$ cat src/rtl/bin2bcd_16b.sv
// bin2bcd_16b: sequential binary-to-BCD converter (shift-add-3 / double dabble).
// Converts one bit per clock. A conversion starts on a rising edge of start seen in idle.
// The result appears on bcd with a one-cycle done pulse, WIDTH+1 cycles after the
// accepted edge.
//
// Ports:
//   clk    - system clock, rising edge
//   rst_n  - asynchronous active-low reset
//   start  - conversion request, rising-edge detected (level-tolerant)
//   bin    - unsigned binary input, sampled on the accepted start edge
//   bcd    - packed BCD result, bcd[3:0] = units; held until the next completion
//   busy   - high while shifting
//   done   - one-cycle pulse when bcd is updated
module bin2bcd_16b #(
  parameter int unsigned WIDTH  = 16,
  parameter int unsigned DIGITS = 5
) (
  input  logic                  clk,
  input  logic                  rst_n,
  input  logic                  start,
  input  logic [WIDTH-1:0]      bin,
  output logic [4*DIGITS-1:0]   bcd,
  output logic                  busy,
  output logic                  done
);

  localparam int unsigned BcdW = 4 * DIGITS;
  localparam int unsigned ShW  = BcdW + WIDTH;
  localparam int unsigned CntW = $clog2(WIDTH + 1);
  localparam logic [CntW-1:0] LastCnt = CntW'(WIDTH - 1);

  typedef enum logic [1:0] {StIdle, StShift, StDone} state_e;

  state_e            state_q, state_d;
  logic              start_q;
  logic [ShW-1:0]    sh_q, sh_d;
  logic [CntW-1:0]   cnt_q, cnt_d;
  logic [BcdW-1:0]   bcd_q, bcd_d;
  logic              done_q, done_d;

  logic [BcdW-1:0]   bcd_field;
  logic [BcdW-1:0]   bcd_adj;
  logic [ShW-1:0]    sh_next;

  // Add-3 correction on every nibble in parallel, then shift the whole register left.
  // Nibbles never carry into each other: a digit <= 9 becomes at most 12.
  always_comb begin
    bcd_field = sh_q[ShW-1 -: BcdW];
    bcd_adj   = '0;
    for (int i = 0; i < DIGITS; i++) begin
      bcd_adj[4*i +: 4] = (bcd_field[4*i +: 4] >= 4'd5) ? bcd_field[4*i +: 4] + 4'd3
                                                          : bcd_field[4*i +: 4];
    end
    sh_next = {bcd_adj[BcdW-2:0], sh_q[WIDTH-1:0], 1'b0};
  end

  always_comb begin
    state_d = state_q;
    sh_d    = sh_q;
    cnt_d   = cnt_q;
    bcd_d   = bcd_q;
    done_d  = 1'b0;
    case (state_q)
      StIdle: begin
        if (start && !start_q) begin
          sh_d    = {{BcdW{1'b0}}, bin};
          cnt_d   = '0;
          state_d = StShift;
        end
      end
      StShift: begin
        sh_d  = sh_next;
        cnt_d = cnt_q + CntW'(1);
        if (cnt_q == LastCnt) begin
          state_d = StDone;
        end
      end
      StDone: begin
        // done is registered so it rises together with the updated bcd.
        bcd_d   = sh_q[ShW-1 -: BcdW];
        done_d  = 1'b1;
        state_d = StIdle;
      end
      default: state_d = StIdle;
    endcase
  end

  always_ff @(posedge clk or negedge rst_n) begin
    if (!rst_n) begin
      state_q <= StIdle;
      start_q <= 1'b0;
      sh_q    <= '0;
      cnt_q   <= '0;
      bcd_q   <= '0;
      done_q  <= 1'b0;
    end else begin
      state_q <= state_d;
      start_q <= start;
      sh_q    <= sh_d;
      cnt_q   <= cnt_d;
      bcd_q   <= bcd_d;
      done_q  <= done_d;
    end
  end

  assign bcd  = bcd_q;
  assign busy = (state_q == StShift);
  assign done = done_q;

endmodule
$ cat config.mk
export PLATFORM = sky130hd
export DESIGN_NAME = bin2bcd_16b
export DESIGN_NICKNAME = d
export VERILOG_FILES = /design/src/rtl/bin2bcd_16b.sv
export SDC_FILE = /design/constraint.sdc
export NUM_CORES = 1
export LEC_CHECK = 0
export CORE_MARGIN = 2
export CORE_UTILIZATION = 49
export DETAILED_ROUTE_END_ITERATION = 10
export PLACE_DENSITY = 0.73
export SETUP_SLACK_MARGIN = 0.4
export SLEW_MARGIN = 30
export SYNTH_ARGS = -nofsm -noshare
export SYNTH_HDL_FRONTEND = slang
export SYNTH_SLANG_ARGS = --single-unit
export TNS_END_PERCENT = 5
$ cat constraint.sdc
create_clock -name clk -period 1.7 [get_ports clk]
set_input_delay 0.34 -clock clk [delete_from_list [all_inputs] [get_ports clk]]
set_output_delay 0.34 -clock clk [all_outputs]
set_load 0.05 [all_outputs]
[After elaboration in Yosys (flattened, before gate mapping)]
Cells that the tools add are included.
Widths: inputs -> output; s select.
Cells by class
  muxes and demuxes: 13
  $lt $le $gt $ge: 5
  add/sub/neg operators: 6
  reductions and logical operators: 6
  eq/ne operators: 5
Operators by type and width (count)
  $pmux 36 s2: 1
  $mux 36: 1
  $ge 4x3->1 const B: 5
  $add 4x2->4 const B: 4
  $mux 4: 4
  $pmux 5 s2: 1
  $add 5x1->5 const B: 1
  $eq 5x4->1 const B: 1
  $mux 5: 1
  $mux 2: 2
  $pmux 2 s2: 1
  $reduce_and 2->1: 2
  $add 3x2->3 const B: 1
  $mux 3: 1
  $eq 2x1->1 const B: 1
  $eq 2x2->1 const B: 1
  $logic_not 2->1: 1
  $ne 2x1->1 const B: 1
  $ne 2x2->1 const B: 1
  $reduce_bool 2->1: 1
  $logic_and 1x1->1: 1
  $logic_not 1->1: 1
  $mux 1: 1
Word-level totals
  logic and storage cells: 41
  flip-flop bits (word level): 65
  input bits: 19
  output and inout port bits: 22

[Depth between registers and ports, before layout]
  depth in word-level cells: 4
  gate-level depth with buffers: 6
  mapped depth without buffers: 6

[Worst setup path before layout]
Ideal clock, no wire load.
  path kind: reg-to-reg
  from: reg sh_q[20]
  to: reg sh_q[21]
  stages on the path, launching flop included: 7
  required time: 1.572 ns
  setup time: 0.128 ns
  period minus slack after synthesis: 1.343 ns
  buffers on the path: 0
  setup slack: 0.357 ns
  arrival time: 1.215 ns
  cell sequence: dfrtp_1 > inv_1 > ha_1 > nand2b_1 > a21oi_1 > xnor2_1 > o22ai_1
On the way
  word-level cells in the longest chain between the ends: 3
  elaborated cells on any way between the ends: 4
  classes of those cells: add/sub: 1; order compare: 1; mux: 2
RTL lines
  start, declared: RTL line 36  | logic [ShW-1:0] sh_q, sh_d;
  start signal, assigned: RTL line 92  | sh_q <= '0;
  start signal, assigned: RTL line 99  | sh_q <= sh_d;
  $add 4x2->4 / $ge 4x3->1 (equally long branches): RTL line 51  | bcd_adj[4*i +: 4] = (bcd_field[4*i +: 4] >= 4'd5) ? bcd_field[4*i +: 4] + 4'd3
  $mux 4 (*): RTL line 51
  $pmux 36 s2 (*): RTL line 63  | case (state_q)
Every way passes the cells marked *; elsewhere a longest branch is shown, timed or not.
A chain may end at the register's enable or synchronous reset.

[Worst setup path after layout]
  from: reg sh_q[24]
  to: reg sh_q[25]
Same word-level chain as after synthesis.

==> reports/results.ini <==
[power]
p_int_mw = 4.538
swShare = 0.4010
p_comb_frac = 0.500
power.clock.fraction = 0.154
p_seq_frac = 0.345
p_leak_nw = 1.772
p_switching_mw = 3.039
power_density_nw_per_um2 = 1931
ir_drop_mv = 1.123

[flow_run]
cap_viol_max_count = 0

[drt]
routedWlPerCell_um = 15.63
firstDrtPassIters = 4
drtIter0Drc = 162
via_per_inst = 5.504
route.vias.total = 2262
finalWirelength_um = 6422
postRouteAntennaNets = 0
drc = 0

[placed_design]
hpwl_um = 3671
post_dp_cell_area_um2 = 3447
io_buffers = 40
place_congestion = 0.8132

[timing]
period_minus_slack_ns = 1.466
fin_crit_sh = 0.8622
slew_violations = 0
hold_ws_ns = 0.01410
relSlewSlack = 0.7708
skew_ns = 0.004729
setup_viol = 0
grt_setup_unrepaired = yes
hold_violations = 0
worst_pin_slew_ns = 0.3438
fmax_mhz = 682.3

[floorplanning]
core_um2 = 5886
die_area_um2 = 6712
initial_core_util = 0.5055
die_h_um = 81.93
die_w_um = 81.93
num_rows = 28
pin_count = 41

[grt]
grt_overflow = 0
grt_max_degree = 66
grt_use_total = 0.1932
grt_pass1_wl_um = 9742
grt_pass1_vias = 2134
antenna_found_initial = 0

[yosys]
syn_area_per_cell_um2 = 11.23
synth-compound-area-share = 0.1766
synth_top_family_by_area = compound AO/OA/AOI/OAI gates
ys_seq_elements = 65
synth-xor-area-share = 0.02649
synth_fa_ha_area_frac = 0.05046
synth_cell_types = 33
synth.area.mux_share = 0.03785
async_flop_share = 1.000
post_synth_instance_area_um2 = 2975
synth-edff-count = 0
synth_warnings = 0
synth-simple-area-share = 0.1131
synthCells = 265
ys.flop_type = dfrtp_1
yosysSeqAreaShare = 0.5467
synth_fp_nets = 296

[hold_path]
hp-class = input pin to async pin

[clock_tree]
clk_latency_ns = 0.33
clockBufferDepth = 2
path_clk_slew_ns = 0.07
cts_root_buffer = clkbuf_8
cts.sinks = 65
cts_made_buffers = 9
h-tree-depth = 3
tritoncts = built
holdBufCountCts = 0

[layout]
area_growth_pct = 31.88
nNetsFinal = 362
fillerInstances = 451
fin_area_um2 = 3924
layout-drive-gt1-share = 0.3482
layout_common_cells = dfrtp_1, buf_4, nor2_1
final_common_cell = dfrtp_1
n_antenna_cell = 0

[critical_path]
crit_arrival_ns = 1.67
crit_path_end_kind = flip-flop
path_class = flip-flop to flip-flop
cp-start-kind = flip-flop
cp_max_fo = 4
worstPathRequired_ns = 1.91

[run_status]
status = finished, final reports clean

## cells in the mapped netlist (all sizes together), types with 7 or more instances
cell / instances / area share
o22ai: 20 / 0.071
buf: 12 / 0.029
nand2b: 7 / 0.020
nand3: 9 / 0.015
ha: 12 / 0.050
dfrtp: 65 / 0.55
nand2: 22 / 0.028
nor2: 32 / 0.040
a21oi: 8 / 0.015
mux2: 10 / 0.038
o21ai: 19 / 0.032
inv: 15 / 0.019
## power groups by stage
stage | registers, mW | logic [mW] | clock network [mW]
2_1_floorplan | 2.79 | 2.01 | 0
3_3_place_gp | 2.57 | 2.97 | 0
3_5_place_dp | 2.59 | 3.05 | 0
4_1_cts | 2.57 | 3.40 | 1.18
5_1_grt | 2.68 | 4.15 | 1.25
6_report | 2.61 | 3.79 | 1.17
## sequential cells by signal, indices dropped and copies added (netlist names)
name / count
bcd: 20
cnt_q: 5
done: 1
sh_q: 36
start_q: 1
state_q: 2
## metrics by stage
step                power, mW  instances  setup WS, ns    util  TNS [ns]
finish                  7.576        411        0.2343  0.6667         0
global route            8.087        411        0.1738  0.6667         0
CTS                     7.149        403        0.2816  0.6390         0
detailed placement      5.640        375      -0.08526  0.5857    -1.518
global placement        5.535        375      -0.07394  0.5857    -1.051
floorplan               4.797        265        0.3572       -         0
## layout make-up
type                       count  area [um^2]  share of cell area
inverter                      15        63.81             0.01626
multi-input combinational    174         1343              0.3422
timing repair buffer          66        621.8              0.1585
sequential                    65         1628              0.4149
clock inverter                 3        15.01            0.003827
clock buffer                  13        158.9             0.04050
tap                           75        93.84             0.02392
## worst max-delay path, stage by stage (launching register included)
cell and delay, ns:
dfrtp_1 0.41, inv_2 0.12, ha_2 0.22, nand2b_1 0.12, a21oi_4 0.23, xnor2_2 0.14, o22ai_1 0.10
## path summary, 6_finish.rpt
kind	startpoint	to	slack, ns	cells past startpoint
hold / removal	rst_n	sh_q[14]	0.01	2
hold reg to reg	bcd[16]	bcd[16]	0.49	2
min in group clk	start	start_q	0.22	1
setup / recovery	sh_q[24]	sh_q[25]	0.23	6
setup reg to reg	sh_q[24]	sh_q[25]	0.23	6
max in group asynchronous	rst_n	state_q[0]	1.41	2
## cells by family after synthesis
family                     Yosys count
buffers and inverters               28
muxes                               10
DFF                                 65
AOI/OAI and AO/OA                   67
and+or+nand+nor                     74
adders and majority gates           12
xor gates and xnor gates             9
## metal layers
layer	track usage	vias to the layer above	share of wire
met3	0.04066	11	0.046
met1	0.2457	1119	0.45
met5	0	-	0
met2	0.3138	60	0.49
met4	0.09333	0	0.017
li1	-	1072	-
## timing repair
action,CTS,global route
pin swaps,8,8
buffers inserted,11,6
gates cloned,1,2
gates resized for setup,15,23
setup endpoints to repair,43,53
hold endpoints to repair,0,0
(Power assumes the default switching activity.)
